[config.mk]
export PLATFORM = sky130hd
export DESIGN_NAME = vliw_seq
export DESIGN_NICKNAME = d
export VERILOG_FILES = /design/src/rtl/vliw_seq.sv
export SDC_FILE = /design/constraint.sdc
export NUM_CORES = 2
export LEC_CHECK = 0
export ABC_AREA = 1
export BUFFER_PORTS_ARGS = -buffer_cell sky130_fd_sc_hd__buf_2
export CAP_MARGIN = 0
export CORE_UTILIZATION = 30
export DETAILED_ROUTE_END_ITERATION = 12
export GPL_ROUTABILITY_DRIVEN = 0
export PLACE_DENSITY = 0.45
export SYNTH_ARGS = -nofsm -noshare
export SYNTH_HDL_FRONTEND = slang
export SYNTH_SLANG_ARGS = --single-unit
[constraint.sdc]
create_clock -name i_clk -period 9.84 [get_ports i_clk]
set_input_delay 1.476 -clock i_clk [delete_from_list [all_inputs] [get_ports i_clk]]
set_output_delay 1.476 -clock i_clk [all_outputs]
set_load 0.05 [all_outputs]
[src/rtl/vliw_seq.sv]
// vliw_seq: program sequencer that issues one VLIW bundle per clock to the matrix unit.
// Optional feature macro: VLIW_SEQ_INV_HALT_EN (stop the run when the unit flags an invalid op).
package mtx_types;
  typedef enum logic [3:0] {
    OP_NOP   = 4'd0,
    OP_LD_V0 = 4'd1,
    OP_LD_V1 = 4'd2,
    OP_MVMUL = 4'd3,
    OP_VADD  = 4'd4,
    OP_ST_V  = 4'd5,
    OP_SYNC  = 4'd6
  } opcode_t;

  typedef struct packed {
    opcode_t     op;
    logic [3:0]  dst;
    logic [3:0]  src_a;
    logic [3:0]  src_b;
    logic [15:0] imm;
  } vliw_inst_t;

  typedef struct packed {
    logic busy;
    logic inv;
    logic ovf;
    logic rdy;
  } status_t;

  typedef enum logic [1:0] {
    CT_NORMAL     = 2'd0,
    CT_LOOP_BEGIN = 2'd1,
    CT_LOOP_END   = 2'd2,
    CT_HALT       = 2'd3
  } ctrl_t;
endpackage

module vliw_seq
  import mtx_types::*;
#(
  parameter int PROG_DEPTH = 64,
  parameter int AW         = $clog2(PROG_DEPTH),
  parameter int LOOP_W     = 8
) (
  input  logic                          i_clk,
  input  logic                          i_rst,
  input  logic                          i_prog_we,
  input  logic [AW-1:0]                 i_prog_addr,
  input  logic [$bits(vliw_inst_t)-1:0] i_prog_inst,
  input  logic [1:0]                    i_prog_ctrl,
  input  logic                          i_start,
  input  logic [AW-1:0]                 i_start_addr,
  input  logic [LOOP_W-1:0]             i_loop_cnt,
  input  logic                          i_stall,
  input  logic                          i_abort,
  input  status_t                       i_unit_st,
  output logic [$bits(vliw_inst_t)-1:0] o_vliw_inst,
  output logic                          o_inst_valid,
  output logic                          o_busy,
  output logic                          o_done,
  output logic                          o_err,
  output logic [AW-1:0]                 o_pc
);
  localparam int IW = $bits(vliw_inst_t);

  typedef enum logic [1:0] {S_IDLE, S_RUN, S_FIN} state_t;

  state_t            r_state;
  logic [IW+1:0]     r_mem [PROG_DEPTH];
  logic [AW-1:0]     r_pc;
  logic [AW-1:0]     r_loop_addr;
  logic [LOOP_W-1:0] r_loop_ctr;
  logic [IW-1:0]     r_inst;
  logic              r_valid;
  logic              r_busy;
  logic              r_done;
  logic              r_err;

  logic [IW+1:0]     w_entry;
  ctrl_t             w_ctrl;
  logic [IW-1:0]     w_inst;
  logic [AW-1:0]     w_pc_inc;
  logic [AW-1:0]     w_next_pc;
  logic              w_taken;
  logic              w_wrap;
  logic              w_inv;
  logic              w_unused_st;

  assign w_entry   = r_mem[r_pc];
  assign w_ctrl    = ctrl_t'(w_entry[IW+1:IW]);
  assign w_inst    = w_entry[IW-1:0];
  assign w_pc_inc  = r_pc + 1'b1;
  assign w_taken   = (w_ctrl == CT_LOOP_END) && (r_loop_ctr != '0);
  assign w_next_pc = w_taken ? r_loop_addr : w_pc_inc;
  // Any fall-through from the last entry would wrap; that run ends in error instead.
  assign w_wrap    = (&r_pc) && (w_ctrl != CT_HALT) && !w_taken;

`ifdef VLIW_SEQ_INV_HALT_EN
  assign w_inv = i_unit_st.inv;
`else
  assign w_inv = 1'b0;
`endif
  assign w_unused_st = ^i_unit_st;

  always_ff @(posedge i_clk) begin
    if (!i_rst && i_prog_we && (r_state == S_IDLE))
      r_mem[i_prog_addr] <= {i_prog_ctrl, i_prog_inst};
  end

  always_ff @(posedge i_clk) begin
    if (i_rst) begin
      r_state     <= S_IDLE;
      r_pc        <= '0;
      r_loop_addr <= '0;
      r_loop_ctr  <= '0;
      r_inst      <= '0;
      r_valid     <= 1'b0;
      r_busy      <= 1'b0;
      r_done      <= 1'b0;
      r_err       <= 1'b0;
    end else begin
      r_inst  <= '0;
      r_valid <= 1'b0;
      r_done  <= 1'b0;
      if (i_prog_we && (r_state != S_IDLE))
        r_err <= 1'b1;

      case (r_state)
        S_IDLE: begin
          if (i_start) begin
            r_pc        <= i_start_addr;
            r_loop_ctr  <= i_loop_cnt;
            r_loop_addr <= i_start_addr;
            r_err       <= 1'b0;
            r_busy      <= 1'b1;
            r_state     <= S_RUN;
          end
        end

        S_RUN: begin
          if (i_abort) begin
            r_busy  <= 1'b0;
            r_state <= S_IDLE;
          end else if (w_inv) begin
            // Enter FIN with done already raised so the pulse lands on the NOP cycle.
            r_err   <= 1'b1;
            r_done  <= 1'b1;
            r_state <= S_FIN;
          end else if (!i_stall) begin
            r_inst  <= w_inst;
            r_valid <= 1'b1;
            if (w_ctrl == CT_LOOP_BEGIN)
              r_loop_addr <= w_pc_inc;
            if (w_taken)
              r_loop_ctr <= r_loop_ctr - 1'b1;
            if (w_wrap)
              r_err <= 1'b1;
            if ((w_ctrl == CT_HALT) || w_wrap)
              r_state <= S_FIN;
            else
              r_pc <= w_next_pc;
          end
        end

        S_FIN: begin
          if (i_abort || r_done) begin
            r_busy  <= 1'b0;
            r_state <= S_IDLE;
          end else begin
            r_done <= 1'b1;
          end
        end

        default: begin
          r_busy  <= 1'b0;
          r_state <= S_IDLE;
        end
      endcase
    end
  end

  assign o_vliw_inst  = r_inst;
  assign o_inst_valid = r_valid;
  assign o_busy       = r_busy;
  assign o_done       = r_done;
  assign o_err        = r_err;
  assign o_pc         = r_pc;
endmodule

==> impl_metrics.env <==
export IMPL_crit_type="reg -> reg"
export IMPL_synth_top_cell_area_share=0.744
export IMPL_worst_slew_pin_slew_ns=1.24
export IMPL_hold_class="reg -> reg"
export IMPL_die_w_um=543
export IMPL_routedWlPerCell_um=26.5
export IMPL_clock_latency_ns=0.86
export IMPL_synth_edf_count=2176
export IMPL_finalWirelength_um=286000
export IMPL_rsz0062_at_grt="no"
export IMPL_rows=198
export IMPL_grt_pass1_wl_um=405000
export IMPL_cts_setup_buffers=0
export IMPL_pin_count=106
export IMPL_end_kind="register"
export IMPL_ant_nets=0
export IMPL_fin_tns_setup_ns=0
export IMPL_route_vias_total=56200
export IMPL_synth_adder_area_share=0.000427
export IMPL_arrival_ns=5.78
export IMPL_start_util=0.302
export IMPL_drc=0
export IMPL_cts_resized=0
export IMPL_syn_area_mm2=0.0878
export IMPL_synth_top_cells_by_area="edfxtp_1, o21ai_0, nor2_1"
export IMPL_syn_to_final_growth_pct=14.9
export IMPL_layout_common_cells="edfxtp_1, nor2_1, o21ai_0, o22ai_1, nand2_1"
export IMPL_dr_first_iter_drc_count=5336
export IMPL_yosysWarnings=0
export IMPL_layout_commonest_cell="edfxtp_1"
export IMPL_synth_seq_cells=2240
export IMPL_yosysTopAreaCell="edfxtp_1"
export IMPL_cts_buffer_depth=4
export IMPL_drive_above_1_share=0.101
export IMPL_grt_pass1_vias=54000
export IMPL_dieArea_mm2=0.295
export IMPL_synth_area_per_cell_um2=13.1
export IMPL_cts_sinks=2240
export IMPL_die_y_um=543
export IMPL_finalSetupViolCount=0
export IMPL_vias_per_cell=5.19
export IMPL_start_kind="register"
export IMPL_synth_distinct_cells=46
export IMPL_antenna_found_initial=21
export IMPL_finalHoldViolations=0
export IMPL_grt_util_all_layers=0.190
export IMPL_io_buffers=101
export IMPL_post_route_period_util=0.521
export IMPL_cpMaxStageDelayCell="dfxtp_4"
export IMPL_fin_nets=6785
export IMPL_holdBufCountCts=0
export IMPL_synth_compound_gate_area_share=0.121
export IMPL_synthSimpleGateAreaFrac=0.0892
export IMPL_crit_path_max_incr_delay_ns=0.86
export IMPL_cp_common_cell="buf_4"
export IMPL_synthCells=6690
export IMPL_period_minus_slack_ns=5.13
export IMPL_path_clk_slew_ns=0.06
export IMPL_dp_hpwl_um=146000
export IMPL_slew_headroom=0.172
export IMPL_ir_worst_vdd_mv=0.178
export IMPL_grt_overflow_total=0
export IMPL_synth_seq_area_share=0.759
export IMPL_async_flop_share=0
export IMPL_grt_max_degree=246
export IMPL_crit_chain="buf_4, buf_4, buf_4, o21ai_0, o22ai_1, o21ai_0, o22ai_1, a21oi_1, a311oi_1"
export IMPL_final_util=0.346
export IMPL_status="finished clean"
export IMPL_leakage_nw=32.1
export IMPL_clock_skew_ns=0.0964
export IMPL_core_area_mm2=0.291
export IMPL_cts_buffers=266
export IMPL_synth_xor_area_frac=0.000499
export IMPL_synth_top_family_by_area="compound AO/OA/AOI/OAI gates"
export IMPL_synthFlopType="edfxtp_1"
export IMPL_dr_pass1_iters=5
export IMPL_worst_ep_required_time_ns=10.49
export IMPL_slew_viol_final=0
export IMPL_fmax_ghz=0.195
export IMPL_htree_levels=5
export IMPL_powerDensity_mw_per_mm2=262
export IMPL_maxCapViolCount=0
export IMPL_cts_root_buffer="clkbuf_16"
export IMPL_cts_tree="yes"
export IMPL_synthMuxAreaShare=0
export IMPL_synth_fp_nets=6757
export IMPL_crit_fanout=80
-- sequential cells by signal, summed over array words and instances (netlist names), named ones only --
register / count
o_vliw_inst: 32
o_inst_valid: 1
o_err: 1
r_loop_addr: 6
r_state: 2
o_pc: 6
r_mem: 2176
r_loop_ctr: 8
o_done: 1
o_busy: 1
-- per-layer routing --
layer / vias up / share of wire / GRT usage
li1: 25000 / - / -
met1: 28900 / 0.45 / 0.267
met2: 1790 / 0.47 / 0.307
met3: 417 / 0.055 / 0.0250
met4: 14 / 0.026 / 0.0519
met5: - / 0.00035 / 0
-- worst max-delay path, delay by kind of cell (launching register included) --
kind	cells	cell delay, ns
flops	1	0.86
compound gates	6	1.64
buf+inv	3	2.26
-- where the power goes --
| part | switching [mW] | internal [mW] |
|---|---|---|
| logic | 4.56 | 1.65 |
| clock network | 3.94 | 5.59 |
| registers | 0.137 | 10.5 |
-- Yosys cell counts (2+ instances only) --
library cell     n
buf_1           20
nor2_1        1315
o22ai_1        548
o21bai_1         4
buf_6           26
buf_4           63
ha_1             3
nand3_1        250
edfxtp_1      2176
clkbuf_2         3
clkbuf_1       229
nor3_1           3
a31oi_1         15
o21ai_0       1136
inv_1           40
a21oi_1         41
inv_2            7
a311oi_1         8
nand2_1        400
xnor2_1          2
xor2_1           3
o31ai_1          3
o221ai_1        41
o21ai_1        100
dfxtp_1         64
nand4_1         10
o211ai_1        11
a211oi_1         2
o32ai_1         10
buf_2          141
-- worst paths after layout --
kind | cells past startpoint | slack, ns | end | startpoint
min reg2reg | 2 | 0.45 | r_loop_addr[4] | r_loop_addr[4]
max reg2reg | 9 | 4.71 | o_vliw_inst[30] | register
max | 9 | 4.71 | o_vliw_inst[30] | register
min | 2 | 0.45 | r_loop_addr[4] | r_loop_addr[4]
-- cells by family (layout without fill, tap and decap cells) --
logic type                 after synthesis  count (layout)
buffers and inverters                  532             753
DFF                                   2240            2240
other                                    0               7
AOI/OAI and AO/OA                     1925            1925
xor gates and xnor gates                 5               5
adders and majority gates                3               3
and+or+nand+nor                       1985            1985
-- through the flow --
stage,std cells,total power [mW],worst slack (ns),cell area [um^2],hold WS (ns)
after global routing,10800,27.6,4.47,101000,0.469
after global placement,10400,17.1,4.09,92500,0.446
after detailed placement,10400,17.1,4.06,92500,0.449
after CTS,10800,26.7,4.76,101000,0.457
final,10800,26.4,4.71,101000,0.454
after floorplan,6690,15.0,5.36,87800,0.430
-- area by class of cell --
cell class | count | area [um^2]
Fill cell | 28300 | 190000
Timing Repair Buffer | 243 | 1710
Inverter | 49 | 233
Tap cell | 3900 | 4880
Clock buffer | 333 | 7070
Multi-Input combinational cell | 3918 | 19000
Antenna cell | 7 | 17.5
Clock inverter | 128 | 1260
Sequential cell | 2240 | 66600
No activity file was read; power rests on OpenSTA's default activity.
